<file path="src/rtl/phy_rx_pkg.sv">
`timescale 1ns/1ps
// Shared definitions for the RGMII receive path: parser FSM states, framing
// bytes and the reflected CRC-32 constants used by both RX check and TX FCS.
package phy_rx_pkg;

  typedef enum logic [1:0] {
    ST_IDLE,
    ST_PREAMBLE,
    ST_PAYLOAD,
    ST_DROP
  } rx_state_t;

  localparam logic [7:0]  PREAMBLE_BYTE = 8'h55;
  localparam logic [7:0]  SFD_BYTE      = 8'hD5;

  localparam logic [31:0] CRC_INIT      = 32'hFFFF_FFFF;
  localparam logic [31:0] CRC_POLY      = 32'hEDB8_8320;
  localparam logic [31:0] CRC_RESIDUE   = 32'hDEBB_20E3;

  localparam int          FCS_BYTES     = 4;

endpackage

</file>
<file path="src/rtl/phy_crc32_d8.sv">
`timescale 1ns/1ps
// Combinational CRC-32 (reflected 0xEDB88320, LSB first) advanced by one byte.
// Shared between the RX FCS checker and the TX FCS generator.
module phy_crc32_d8
  import phy_rx_pkg::*;
(
  input  logic [31:0] crc_in,
  input  logic [7:0]  data,
  output logic [31:0] crc_out
);

  logic [31:0] crc_step;

  // NOTE: blocking assignments chain the eight bit steps within one evaluation;
  // synthesis flattens the loop into a shallow XOR network.
  always_comb begin
    crc_step = crc_in;
    for (int i = 0; i < 8; i++) begin
      if (crc_step[0] ^ data[i]) begin
        crc_step = (crc_step >> 1) ^ CRC_POLY;
      end else begin
        crc_step = crc_step >> 1;
      end
    end
    crc_out = crc_step;
  end

endmodule

</file>
<file path="src/rtl/phy_rx_frame_parser.sv">
`timescale 1ns/1ps
// Receive frame parser: strips preamble/SFD, checks and removes the FCS, and
// streams the payload as AXI-Stream with a per-frame error flag and statistics.
module phy_rx_frame_parser
  import phy_rx_pkg::*;
#(
  parameter int MIN_FRAME = 64,
  parameter int MAX_FRAME = 1518,
  parameter int CNT_W     = 16
) (
  input  logic             phy_rx_clk,
  input  logic             sys_rst,
  input  logic [7:0]       phy_rxd_in,
  input  logic             phy_rvalid_in,
  output logic [7:0]       m_axis_tdata,
  output logic             m_axis_tvalid,
  output logic             m_axis_tlast,
  output logic             m_axis_tuser,
  output logic [CNT_W-1:0] frame_good_cnt,
  output logic [CNT_W-1:0] frame_bad_cnt
);

  localparam int             LEN_W     = $clog2(MAX_FRAME + 2);
  localparam logic [LEN_W-1:0] LEN_MIN = LEN_W'(MIN_FRAME);
  localparam logic [LEN_W-1:0] LEN_MAX = LEN_W'(MAX_FRAME);
  localparam logic [LEN_W-1:0] LEN_SAT = LEN_W'(MAX_FRAME + 1);
  localparam logic [2:0]     FILL_FULL = 3'(FCS_BYTES);

  rx_state_t        state;
  rx_state_t        state_nxt;

  logic [31:0]      crc;
  logic [31:0]      crc_upd;
  logic [LEN_W-1:0] byte_cnt;
  logic             at_max;

  logic [3:0][7:0]  dly;
  logic [2:0]       dly_fill;
  logic [7:0]       hold;
  logic             hold_full;

  logic             sof;
  logic             shift;
  logic             eof;
  logic             frame_bad;
  logic             emit;
  logic             emit_last;
  logic             emit_user;
  logic             good_inc;
  logic             bad_inc;

  phy_crc32_d8 u_crc (
    .crc_in  (crc),
    .data    (phy_rxd_in),
    .crc_out (crc_upd)
  );

  // The byte being sampled now is the one that takes the count to MAX_FRAME+1.
  assign at_max = (byte_cnt == LEN_MAX);

  always_ff @(posedge phy_rx_clk) begin
    if (sys_rst) begin
      state <= ST_IDLE;
    end else begin
      state <= state_nxt;
    end
  end

  // NOTE: every combinational output gets a default first, so no path through
  // the case statement can leave a value held and infer a latch.
  always_comb begin
    state_nxt = state;
    case (state)
      ST_IDLE: begin
        if (phy_rvalid_in) begin
          if (phy_rxd_in == PREAMBLE_BYTE) begin
            state_nxt = ST_PREAMBLE;
          end else if (phy_rxd_in == SFD_BYTE) begin
            state_nxt = ST_PAYLOAD;
          end else begin
            state_nxt = ST_DROP;
          end
        end
      end
      ST_PREAMBLE: begin
        if (!phy_rvalid_in) begin
          state_nxt = ST_IDLE;
        end else if (phy_rxd_in == SFD_BYTE) begin
          state_nxt = ST_PAYLOAD;
        end else if (phy_rxd_in != PREAMBLE_BYTE) begin
          state_nxt = ST_DROP;
        end
      end
      ST_PAYLOAD: begin
        if (!phy_rvalid_in) begin
          state_nxt = ST_IDLE;
        end else if (at_max) begin
          state_nxt = ST_DROP;
        end
      end
      ST_DROP: begin
        if (!phy_rvalid_in) begin
          state_nxt = ST_IDLE;
        end
      end
      default: state_nxt = ST_IDLE;
    endcase
  end

  always_comb begin
    sof       = 1'b0;
    shift     = 1'b0;
    eof       = 1'b0;
    frame_bad = 1'b0;
    emit      = 1'b0;
    emit_last = 1'b0;
    emit_user = 1'b0;
    good_inc  = 1'b0;
    bad_inc   = 1'b0;
    case (state)
      ST_IDLE, ST_PREAMBLE: begin
        sof = phy_rvalid_in && (phy_rxd_in == SFD_BYTE);
      end
      ST_PAYLOAD: begin
        if (phy_rvalid_in) begin
          shift = 1'b1;
          // Hold is overwritten only once the delay line is full.
          if ((dly_fill == FILL_FULL) && hold_full) begin
            emit      = 1'b1;
            emit_last = at_max;
            emit_user = at_max;
          end
          bad_inc = at_max;
        end else begin
          eof       = 1'b1;
          frame_bad = (crc != CRC_RESIDUE) || (byte_cnt < LEN_MIN);
          emit      = hold_full;
          emit_last = hold_full;
          emit_user = hold_full && frame_bad;
          good_inc  = hold_full && !frame_bad;
          bad_inc   = !hold_full || frame_bad;
        end
      end
      default: ;
    endcase
  end

  // NOTE: the byte storage carries no reset; dly_fill and hold_full alone
  // decide which bytes are live, and both are cleared on reset.
  always_ff @(posedge phy_rx_clk) begin
    if (shift) begin
      dly <= {dly[2:0], phy_rxd_in};
      if (dly_fill == FILL_FULL) begin
        hold <= dly[3];
      end
    end
  end

  always_ff @(posedge phy_rx_clk) begin
    if (sys_rst) begin
      crc       <= CRC_INIT;
      byte_cnt  <= '0;
      dly_fill  <= '0;
      hold_full <= 1'b0;
    end else if (sof) begin
      crc       <= CRC_INIT;
      byte_cnt  <= '0;
      dly_fill  <= '0;
      hold_full <= 1'b0;
    end else if (shift) begin
      crc <= crc_upd;
      if (byte_cnt != LEN_SAT) begin
        byte_cnt <= byte_cnt + LEN_W'(1);
      end
      if (dly_fill != FILL_FULL) begin
        dly_fill <= dly_fill + 3'd1;
      end else begin
        hold_full <= 1'b1;
      end
    end else if (eof) begin
      dly_fill  <= '0;
      hold_full <= 1'b0;
    end
  end

  always_ff @(posedge phy_rx_clk) begin
    if (sys_rst) begin
      m_axis_tdata   <= 8'h00;
      m_axis_tvalid  <= 1'b0;
      m_axis_tlast   <= 1'b0;
      m_axis_tuser   <= 1'b0;
      frame_good_cnt <= '0;
      frame_bad_cnt  <= '0;
    end else begin
      m_axis_tvalid <= emit;
      m_axis_tlast  <= emit && emit_last;
      m_axis_tuser  <= emit && emit_user;
      if (emit) begin
        m_axis_tdata <= hold;
      end
      if (good_inc) begin
        frame_good_cnt <= frame_good_cnt + CNT_W'(1);
      end
      if (bad_inc) begin
        frame_bad_cnt <= frame_bad_cnt + CNT_W'(1);
      end
    end
  end

endmodule

</file>
<file path="config.mk">
export PLATFORM = sky130hd
export DESIGN_NAME = phy_rx_frame_parser
export DESIGN_NICKNAME = d
export VERILOG_FILES = /design/src/rtl/phy_rx_pkg.sv /design/src/rtl/phy_crc32_d8.sv /design/src/rtl/phy_rx_frame_parser.sv
export SDC_FILE = /design/constraint.sdc
export NUM_CORES = 1
export LEC_CHECK = 0
export ABC_AREA = 1
export CORE_ASPECT_RATIO = 0.7
export CORE_UTILIZATION = 55
export DETAILED_ROUTE_END_ITERATION = 10
export PLACE_DENSITY = 0.83
export SYNTH_ARGS = -nofsm -noshare
export SYNTH_HDL_FRONTEND = slang
export SYNTH_SLANG_ARGS = --single-unit
</file>
<file path="constraint.sdc">
create_clock -name phy_rx_clk -period 2.38 [get_ports phy_rx_clk]
set_input_delay 0.357 -clock phy_rx_clk [delete_from_list [all_inputs] [get_ports phy_rx_clk]]
set_output_delay 0.357 -clock phy_rx_clk [all_outputs]
set_load 0.02 [all_outputs]
</file>
# Word level (Yosys, flattened, before mapping)

Index checks and enable logic that the tools add are counted.

$add $sub $neg: 4
Order comparisons: 1
Equality and inequality tests: 17
Multiplexer cells: 41
Bitwise operators: 16
Reductions and logical operators: 19

Operators by type and width:

| operator                                               | count |
|---|---|
| two-way mux 32 bit                                     | 8 |
| inverter 13 -> 14 bit                                  | 8 |
| adder 16 x 1 -> 16 bit (second input constant)         | 2 |
| inequality test 32 bit (second input constant)         | 1 |
| two-way mux 1 bit                                      | 21 |
| two-way mux 2 bit                                      | 8 |
| adder 11 x 1 -> 11 bit (second input constant)         | 1 |
| == test 11 bit (second input constant)                 | 1 |
| < comparator 11 x 7 -> 1 bit (second input constant)   | 1 |
| inequality test 11 bit (second input constant)         | 1 |
| two-way mux 3 bit                                      | 3 |
| == test 8 x 7 -> 1 bit (second input constant)         | 1 |
| == test 8 bit (second input constant)                  | 1 |
| inequality test 8 x 7 -> 1 bit (second input constant) | 1 |
| case mux 2 bit (4 select lines)                        | 1 |
| AND reduction 2 bit                                    | 4 |
| XOR 1 bit                                              | 8 |
| logical AND 1 bit                                      | 6 |
| inequality test 2 bit (second input constant)          | 3 |
| inequality test 3 bit (second input constant)          | 2 |
| == test 2 bit (second input constant)                  | 2 |
| inequality test 4 bit (second input constant)          | 1 |
| AND reduction 4 bit                                    | 1 |
| OR reduction 2 bit                                     | 2 |
| 8 further kinds                                        | 10 |

Register bits after elaboration: 132
Input bits: 11
Output and inout port bits: 43
Logic and storage cells: 114

# Logic depth before layout (Yosys ltp)

Gate-level depths: netlist of run 1.

Word-level depth: 16
Depth in mapped cells: 12
Depth with buffers taken out: 12

# Modules after synthesis

Synthesis of run 1 repeated with hierarchy kept, for this count alone.

Cell total of the unflattened synthesis: 964
Area total of the unflattened synthesis: 7255.7 sq um

By module, submodules not included:

| module              | times used | cells each | area an instance (sq um) | sequential area each (sq um) |
|---|---|---|---|---|
| phy_rx_frame_parser | 1          | 769        | 6022.0                   | 3042.9 |
| phy_crc32_d8        | 1          | 195        | 1233.7                   | 0.0 |

# Worst setup path before layout of run 1

No wires, ideal clock.

Kind: input -> register
Start: in phy_rvalid_in
End: reg dly[0] in the netlist's numbering, enable pin
Setup time: 0.377 ns
Arrival time: 1.578 ns
Data required time: 2.003 ns
Slack: 0.424 ns
Cell stages on the path: 5
Buffers on the path: 3
Cells stage by stage: buf_2 > clkinv_1 > nor2_2 > buf_4 > buf_2

Longest elaborated chain between the ends: 2

RTL lines:

| item                 | line                       | text |
|---|---|---|
| from (decl)          | phy_rx_frame_parser.sv:14  | `input logic phy_rvalid_in,` |
| two-way mux 1 bit    | phy_rx_frame_parser.sv:125 | `if (phy_rvalid_in) begin` |
| two-way mux 1 bit    | phy_rx_frame_parser.sv:120 | `case (state)` |
| via shift            | phy_rx_frame_parser.sv:43  | `logic shift;` |
| to (signal assigned) | phy_rx_frame_parser.sv:152 | `dly <= {dly[2:0], phy_rxd_in};` |
| to (decl)            | phy_rx_frame_parser.sv:37  | `logic [3:0][7:0] dly;` |

The timed path passes the listed nets, and every way through them passes these cells.
A chain may end at the register's enable or synchronous reset.

# Worst setup path after layout of run 1

Start: reg frame_good_cnt[6]
End: out frame_good_cnt[6]

RTL lines:

| item                   | line                       | text |
|---|---|---|
| from (decl)            | phy_rx_frame_parser.sv:19  | `output logic [CNT_W-1:0] frame_good_cnt,` |
| from (signal assigned) | phy_rx_frame_parser.sv:202 | `frame_good_cnt <= frame_good_cnt + CNT_W'(1);` |

No word-level cell between the ends.

==> out/metrics.cfg, run 1 <==
[die]
die-width_um=136
core_um2=11900
dieArea_um2=13000
start_util_pct=57.6
die_h_um=95.5
num_rows=33
num_io_pins=54

[global_route]
grt_overflow=0
grt_pass1_wl_um=26100
grt_use_total_pct=26.1
first_global_vias=5348
antenna_found_initial=0
grt_start_max_net_pins=59

[finish]
drive_above_1_share_pct=12.1
final_util_pct=68.9
fillers=942
fin_nets=951
seqCellArea_um2=3040
diodes=0
multiInputGateArea_um2=3320
area_growth_pct=19.7

[sta]
setup_viol=0
max_slew.worst_pin.slew_ps=507
hold_violations=0
finalSetupTns_ps=0
maxSlewHeadroom_pct=66.0
drv_slew=0
post-route-min-period_ps=1950
min_period_over_period_pct=82.1
fmax_ghz=0.512
rsz0062_at_grt=no
clock_skew_ps=8.65

[power]
combPwrFrac_pct=16.6
p_leak_uw=0.00327
p_switching_uw=1820
power_density_nw_per_um2=727
power_frac_seq_pct=41.9
ir_worst_vdd_v=0.000550
p_int_uw=4150
power_frac_clock_pct=41.5
swShare_pct=30.5

[worst_setup_path]
cp_cell_sequence=clkdlybuf4s50_1
worst-path-max-fanout=7
r2r_setup_slack_ps=440
cp.required_ps=2020
critPathTopFamily=buffers and inverters
critPathCaptureType=output pin
slowest_delay_ps=680
cp.arrival_ps=1600
critical_path.startpoint_type=register
critPathBufInv=1
path_class=reg2out
cp_slowest_cell=clkdlybuf4s50_1

[min_path]
hp-class=reg2reg

[clock_tree]
cts_hold_buffers=0
cts_buffers=17
cts_resized=0
clk_pin_slew_ps=60
clock_latency_ps=420
cts_max_level=4
clock-sinks=132
cts_tree=yes
cts_root_buf=clkbuf_16
cts_buffer_depth=2
postCtsSetupRepairBufs=0

[placed_design]
dp_hpwl_um=11000
gp_congestion=0.891
io_buffer_count=53

[logic_synthesis]
synth_enable_flop_cells=40
synthCells=862
syn-mean-instance-area_um2=7.97
synth_flop_cell=dfxtp_1
synth_seq_area_share_pct=44.3
async_flop_share_pct=0
synth-simple-area-share_pct=28.0
synth.distinct_cells=45
yosys_warnings=0
synth_top_family_by_area=simple AND/OR/NAND/NOR gates
syn_nets=879
synth_compound_area_share_pct=9.46
synthMuxAreaShare_pct=0
synthesis.area_um2=6870
synth_seq_cells=132
synth_xor_area_share_pct=9.67
post_synth_fa_ha_maj_area_fraction_pct=1.09

[routing]
avgRoutedWirePerCell_um=14.4
via_per_inst=5.38
wl_met2_um=6970
top_layer_used=met4
vias=5942
drtIter0Drc=523
m1WireLength_um=7320
drt_wl_total_um=15800
route.detailed.drc=0
drt.antenna.violating_nets=0
first_pass_iters=5
met3_length_um=1280

[outcome]
outcome=complete, no violations

[run]
drv_cap=0

## state kept, by name, summed over array words and instances (netlist names)
name,count
m_axis_tdata,8
state,2
m_axis_tlast,1
hold,8
frame_good_cnt,16
hold_full,1
dly,32
dly_fill,3
frame_bad_cnt,16
crc,32
byte_cnt,11
m_axis_tvalid,1
m_axis_tuser,1
## metrics by stage
stage / power [µW] / std cells / cell area, µm² / hold WS (ps) / setup slack (ps)
finish: 5980 / 1104 / 8230 / 419 / 426
global route: 6220 / 1104 / 8230 / 428 / 220
CTS: 5990 / 1104 / 8230 / 416 / 427
detailed placement: 3520 / 1072 / 7660 / 405 / 105
global placement: 3500 / 1072 / 7660 / 401 / 158
floorplan: 3270 / 862 / 6870 / 400 / 424
## layer usage
| layer | vias to the layer above | GRT usage, % |
|---|---|---|
| met5 | - | 0 |
| met4 | 0 | 9.74 |
| met3 | 25 | 5.42 |
| met2 | 239 | 39.7 |
| met1 | 2712 | 36.5 |
| li1 | 2966 | - |
## cell usage in the layout, fill, tap and decap left out, drive strengths merged, types with 16 or more instances in the layout
master,instances
nand2,215
inv,109
dfxtp,92
nor2,92
a21oi,67
nand3,58
clkdlybuf4s50,53
xor2,50
edfxtp,40
o21ai,30
nand4,29
buf,23
clkbuf,17
nor3,16
xnor2,16
## path summary, 6_finish.rpt
check	from	endpoint	cells after the start
max	frame_good_cnt[6]	frame_good_cnt[6]	1
min	dly[27]	hold[3]	0
max reg2reg	crc[30]	frame_bad_cnt[0]	10
min reg2reg	dly[27]	hold[3]	0
## power by group through the flow
| stage | Combinational (µW) | Clock, µW | Sequential (µW) |
|---|---|---|---|
| 2_1_floorplan | 743 | 0 | 2530 |
| 3_3_place_gp | 954 | 0 | 2550 |
| 3_5_place_dp | 968 | 0 | 2550 |
| 4_1_cts | 981 | 2510 | 2500 |
| 5_1_grt | 1100 | 2600 | 2520 |
| 6_report | 993 | 2480 | 2510 |
## cell families (layout without fill, tap and decap cells)
kind of cell,after synthesis,count (layout)
buffers and inverters,124,209
flip-flops,132,132
adder cells (fa/ha/maj),6,6
AO/OA/AOI/OAI,112,112
AND/OR/NAND/NOR,422,422
XOR/XNOR,66,66
## synth_stat cells (3+ instances only)
master,number,area share [%]
a21oi_1,56,4.1
a21oi_2,10,1.3
buf_2,5,0.36
buf_4,3,0.33
clkbuf_1,11,0.60
dfxtp_1,92,27
edfxtp_1,40,17
ha_1,6,1.1
inv_1,91,5.0
inv_2,8,0.44
nand2_1,198,11
nand2_2,14,1.3
nand2_4,3,0.49
nand3_1,57,4.1
nand3b_1,3,0.33
nand4_1,29,2.6
nor2_1,83,4.5
nor2_2,4,0.36
nor2_4,5,0.82
nor3_1,14,1.0
o211ai_1,9,0.98
o21ai_0,27,2.0
o21ai_1,3,0.22
or2_2,4,0.36
xnor2_1,13,1.7
xnor2_2,3,0.71
xor2_1,46,5.9
xor2_4,3,1.2
## area by class of cell
type | instances | share of cell area (%)
Timing Repair Buffer | 76 | 8.85
Clock inverter | 15 | 1.66
Inverter | 101 | 4.61
Clock buffer | 17 | 5.17
Tap cell | 157 | 2.39
Sequential cell | 132 | 37.0
Multi-Input combinational cell | 606 | 40.3
Power figures use the tool's default switching activity.
==> inputs of run 2 (changes only) <==
--- a/config.mk
+++ b/config.mk
@@ -7,7 +7,7 @@
 export LEC_CHECK = 0
 export ABC_AREA = 1
 export CORE_ASPECT_RATIO = 0.7
-export CORE_UTILIZATION = 55
+export CORE_UTILIZATION = 53
 export DETAILED_ROUTE_END_ITERATION = 10
 export PLACE_DENSITY = 0.83
 export SYNTH_ARGS = -nofsm -noshare
==> constraint.sdc (replaced) <==
create_clock -name phy_rx_clk -period 1.6 [get_ports phy_rx_clk]
set_input_delay 0.24 -clock phy_rx_clk [delete_from_list [all_inputs] [get_ports phy_rx_clk]]
set_output_delay 0.24 -clock phy_rx_clk [all_outputs]
set_load 0.02 [all_outputs]
==> run 2 against run 1 <==
Compared with the run above:
- the flow now finishes with violations (design-rule violations, negative setup slack)
- global-route usage increased by 8.9 points
- sequential share of layout area shrank 6.9 points
- clock power rose by 65%
- sequential power grew 49%
- largest power group is now the clock network
==> out/metrics.cfg, run 2 (same netlist as run 1, synthesis figures left out) <==
[sta]
rsz0062_at_grt=yes
post-route-min-period_ps=2230
holdWs_ps=106
min_period_over_period_pct=139
drv_slew=0
worst_slack_ps=-630
clock_skew_ps=13.7
fmax_ghz=0.448
finalSetupTns_ps=-18800
setup_viol=92
hold_violations=0
maxSlewHeadroom_pct=60.3
max_slew.worst_pin.slew_ps=590

[outcome]
violations=design-rule violations, negative setup slack
outcome=complete, but fails checks

[placed_design]
gp_congestion=0.913
dp_hpwl_um=12300
pre_cts_ws_ps=-435
io_buffer_count=53
dp_cells=1163

[finish]
seqCellArea_um2=3080
final_common_cell=nand2_1
multiInputGateArea_um2=4090
most-common-layout-cells=nand2_1 (158), buf_4 (114), inv_1 (72)
drive_above_1_share_pct=37.2
diodes=0
fillers=569
area_growth_pct=49.3
final_cells=1235
biggestRegsByFlops=crc (32), dly (32)
fin_nets=1077

[global_route]
grt_pass1_wl_um=36900
antenna_found_initial=0
grt_use_total_pct=35.0
grt_overflow=0
grt_start_max_net_pins=28
first_global_vias=7261

[clock_tree]
cts_buffer_depth=2
cts_root_buf=clkbuf_16
clock_latency_ps=450
clk_pin_slew_ps=80
cts_tree=yes
cts_buffers=17
cts_hold_buffers=0
clock-sinks=132
cts_max_level=4

[worst_setup_path]
path_class=reg2reg
r2r_cells=9
critical_path.startpoint_type=register
critPathCaptureType=register
cp.required_ps=1920
slowest_delay_ps=450
cp.arrival_ps=2550
cp_cell_sequence=inv_2, nand2_2, buf_4, nor4_1, nand2_1, nor2_1, nand3_1, nor3_1, nor2_1
r2r_setup_slack_ps=-630
critPathMostFrequentCell=nor2_1
worst-path-max-fanout=2
cp_slowest_cell=nor4_1

[die]
dieArea_um2=13400
start_util_pct=54.8
die-width_um=138
die_h_um=97.3
num_rows=34
num_io_pins=54
core_um2=12500

[power]
p_switching_uw=3620
ir_worst_vdd_v=0.000863
power_density_nw_per_um2=1030
p_leak_uw=0.00438
power_frac_seq_pct=35.3
finalPower_uw=10600
combPwrFrac_pct=26.0
power_frac_clock_pct=38.7
p_int_uw=6960
swShare_pct=34.2

[routing]
vias=8212
route.detailed.drc=13
drtIter0Drc=1493
drt_wl_total_um=30100
avgRoutedWirePerCell_um=24.4
first_pass_iters=11
via_per_inst=6.65
drt.antenna.violating_nets=0

[run]
drv_cap=0

[min_path]
hp-class=in2reg
hold_depth=1

## run 2: cell type report
| cell class | count | area share, % |
|---|---|---|
| multi-input cells | 607 | 39.9 |
| well taps | 162 | 1.98 |
| clock buffers | 18 | 4.28 |
| clock inverters | 14 | 1.49 |
| repair buffers | 201 | 18.5 |
| inverters | 101 | 3.86 |
| flip-flops and latches | 132 | 30.1 |
## run 2: path summary, 6_finish.rpt
path                      start                end
setup / recovery        crc[22]  frame_good_cnt[2]
hold / removal    phy_rxd_in[3]             dly[3]
setup reg to reg        crc[22]  frame_good_cnt[2]
hold reg to reg         dly[27]            hold[3]
## run 2: stage by stage
stage / util (%) / instance area (µm²)
floorplan: - / 6880
global placement: 66.8 / 8380
detailed placement: 66.8 / 8380
CTS: 76.0 / 9530
global route: 81.8 / 10300
finish: 81.8 / 10300
## run 2: critical path, delay by kind of cell (launching register included)
family / cells / cell delay, ps
buf+inv: 2 / 210
flops: 1 / 340
simple gates: 7 / 1550
## run 2: repair_timing
item                       CTS  global route
cloned                       5             0
buffers inserted            18            18
setup endpoints to repair   79            94
resized for setup          125           170
pin swaps                   59            77
## run 2: power by group through the flow
stage / Combinational, µW / Clock (µW) / Sequential, µW
after global placement: 1740 / 0 / 3760
after global routing: 2830 / 4200 / 3740
after floorplan: 1110 / 0 / 3760
final: 2760 / 4090 / 3740
after detailed placement: 1780 / 0 / 3770
after CTS: 2080 / 4000 / 3700
## run 2: per-layer routing
metal,up-vias,wire (µm),track usage [%]
met2,942,12800,56.9
met5,-,0,0
li1,3217,-,-
met4,0,2900,21.0
met3,356,4360,6.90
met1,3697,10100,43.7
==> inputs of run 3 (changes only) <==
--- a/config.mk
+++ b/config.mk
@@ -7,9 +7,10 @@
 export LEC_CHECK = 0
 export ABC_AREA = 1
 export CORE_ASPECT_RATIO = 0.7
-export CORE_UTILIZATION = 53
+export CORE_UTILIZATION = 55
 export DETAILED_ROUTE_END_ITERATION = 10
 export PLACE_DENSITY = 0.83
+export SKIP_CTS_REPAIR_TIMING = 1
 export SYNTH_ARGS = -nofsm -noshare
 export SYNTH_HDL_FRONTEND = slang
 export SYNTH_SLANG_ARGS = --single-unit
==> constraint.sdc (replaced) <==
create_clock -name phy_rx_clk -period 2.4 [get_ports phy_rx_clk]
set_input_delay 0.36 -clock phy_rx_clk [delete_from_list [all_inputs] [get_ports phy_rx_clk]]
set_output_delay 0.36 -clock phy_rx_clk [all_outputs]
set_load 0.02 [all_outputs]
==> run 3 against run 2 <==
Compared with the run above:
- the run now ends clean
- die area decreased by 3.6%
- hold slack improved by 310 ps
- global-route usage decreased by 8.6 points
- register-to-register slack improved by 1100 ps
- largest power group unchanged
==> out/metrics.cfg, run 3 (same netlist as run 1, synthesis figures left out) <==
[global_route]
first_global_vias=5389
grt_use_total_pct=26.4
antenna_found_initial=0
grt_overflow=0
grt_start_max_net_pins=54
grt_pass1_wl_um=26300

[sta]
min_period_over_period_pct=82.0
setup_viol=0
clock_skew_ps=9.00
finalSetupTns_ps=0
hold_violations=0
worst_slack_ps=433
max_slew.worst_pin.slew_ps=495
fmax_ghz=0.508
post-route-min-period_ps=1970
drv_slew=0
rsz0062_at_grt=no
maxSlewHeadroom_pct=66.7

[routing]
drtIter0Drc=496
drt_wl_total_um=15900
vias=5929
drt.antenna.violating_nets=0
first_pass_iters=5
via_per_inst=5.37
route.detailed.drc=0
avgRoutedWirePerCell_um=14.4

[finish]
seqCellArea_um2=3040
biggestRegsByFlops=crc (32), dly (32)
area_growth_pct=19.9
diodes=0
final_util_pct=69.1
fin_nets=951
fillers=915
design_area_um2=8240
drive_above_1_share_pct=12.1
final_common_cell=nand2_1
multiInputGateArea_um2=3320
most-common-layout-cells=nand2_1 (198), dfxtp_1 (92), inv_1 (91)

[clock_tree]
clock_latency_ps=420
cts_tree=yes
cts_max_level=4
clock-sinks=132
cts_buffers=17
clk_pin_slew_ps=60
cts_root_buf=clkbuf_16
cts_buffer_depth=2

[die]
dieArea_um2=13000
num_rows=33
die_h_um=95.5
core_um2=11900
start_util_pct=57.6
num_io_pins=54
die-width_um=136

[power]
ir_worst_vdd_v=0.000599
power_density_nw_per_um2=738
p_leak_uw=0.00329

[worst_setup_path]
critPathTopFamily=simple AND/OR/NAND/NOR gates
cp.depth=10
cp.arrival_ps=2320
slowest_delay_ps=480
cp.required_ps=2750
critPathBufInv=1
reg2reg_to=frame_bad_cnt[0]
worst-path-max-fanout=17
r2r-start=crc[19]
path_class=reg2reg
critical_path.startpoint_type=register
cp_cell_sequence=nand2_1, nor2_1, nand2_1, nor2_1, inv_2, nor2_4, nand2_4, nand2_4, nand2_1, a21oi_1
critPathCaptureType=register
r2r_setup_slack_ps=430
critPathMostFrequentCell=nand2_1
cp_slowest_cell=dfxtp_1
r2r_cells=10
cp-startpoint=crc[19]
crit_path_end=frame_bad_cnt[0]

[placed_design]
gp_congestion=0.903
dp_hpwl_um=11200
dpl_cell_area_um2=7650
pre_cts_ws_ps=111
io_buffer_count=53

[outcome]
outcome=complete, no violations

[run]
drv_cap=0

[min_path]
hold_depth=0
hp-class=reg2reg

## run 3: worst min-delay path by stage
stage               startpoint       to
floorplan               dly[2]  dly[10]
global route            dly[9]  dly[17]
detailed placement      dly[2]  dly[10]
finish                 dly[25]  hold[1]
CTS                    dly[15]  dly[23]
global placement        dly[3]  dly[11]
## run 3: per-stage QoR
step,std cells,hold slack (ps),power (µW)
2_1_floorplan,862,400,3240
3_3_place_gp,1072,401,3460
3_5_place_dp,1072,405,3490
4_1_cts,1104,417,6090
5_1_grt,1104,418,6310
6_report,1104,416,6080
## run 3: cell type report
cell class | instances | area share [%]
Multi-Input combinational cell | 606 | 40.2
Clock inverter | 15 | 2.00
Sequential cell | 132 | 36.9
Inverter | 101 | 4.60
Tap cell | 157 | 2.38
Timing Repair Buffer | 76 | 8.68
Clock buffer | 17 | 5.16
## run 3: where the power goes
group | total [µW] | switching [µW] | internal (µW) | leakage, µW
combinational | 995 | 657 | 338 | 0.00189
clock | 2600 | 1050 | 1550 | 0.000290
sequential | 2490 | 80.9 | 2410 | 0.00111
## run 3: layer usage
metal / track usage (%) / vias up / routed length (µm)
met5: 0 / - / 0
met4: 6.84 / 0 / 110
met3: 6.27 / 12 / 1350
met2: 39.9 / 242 / 6840
met1: 37.6 / 2710 / 7650
li1: - / 2965 / -
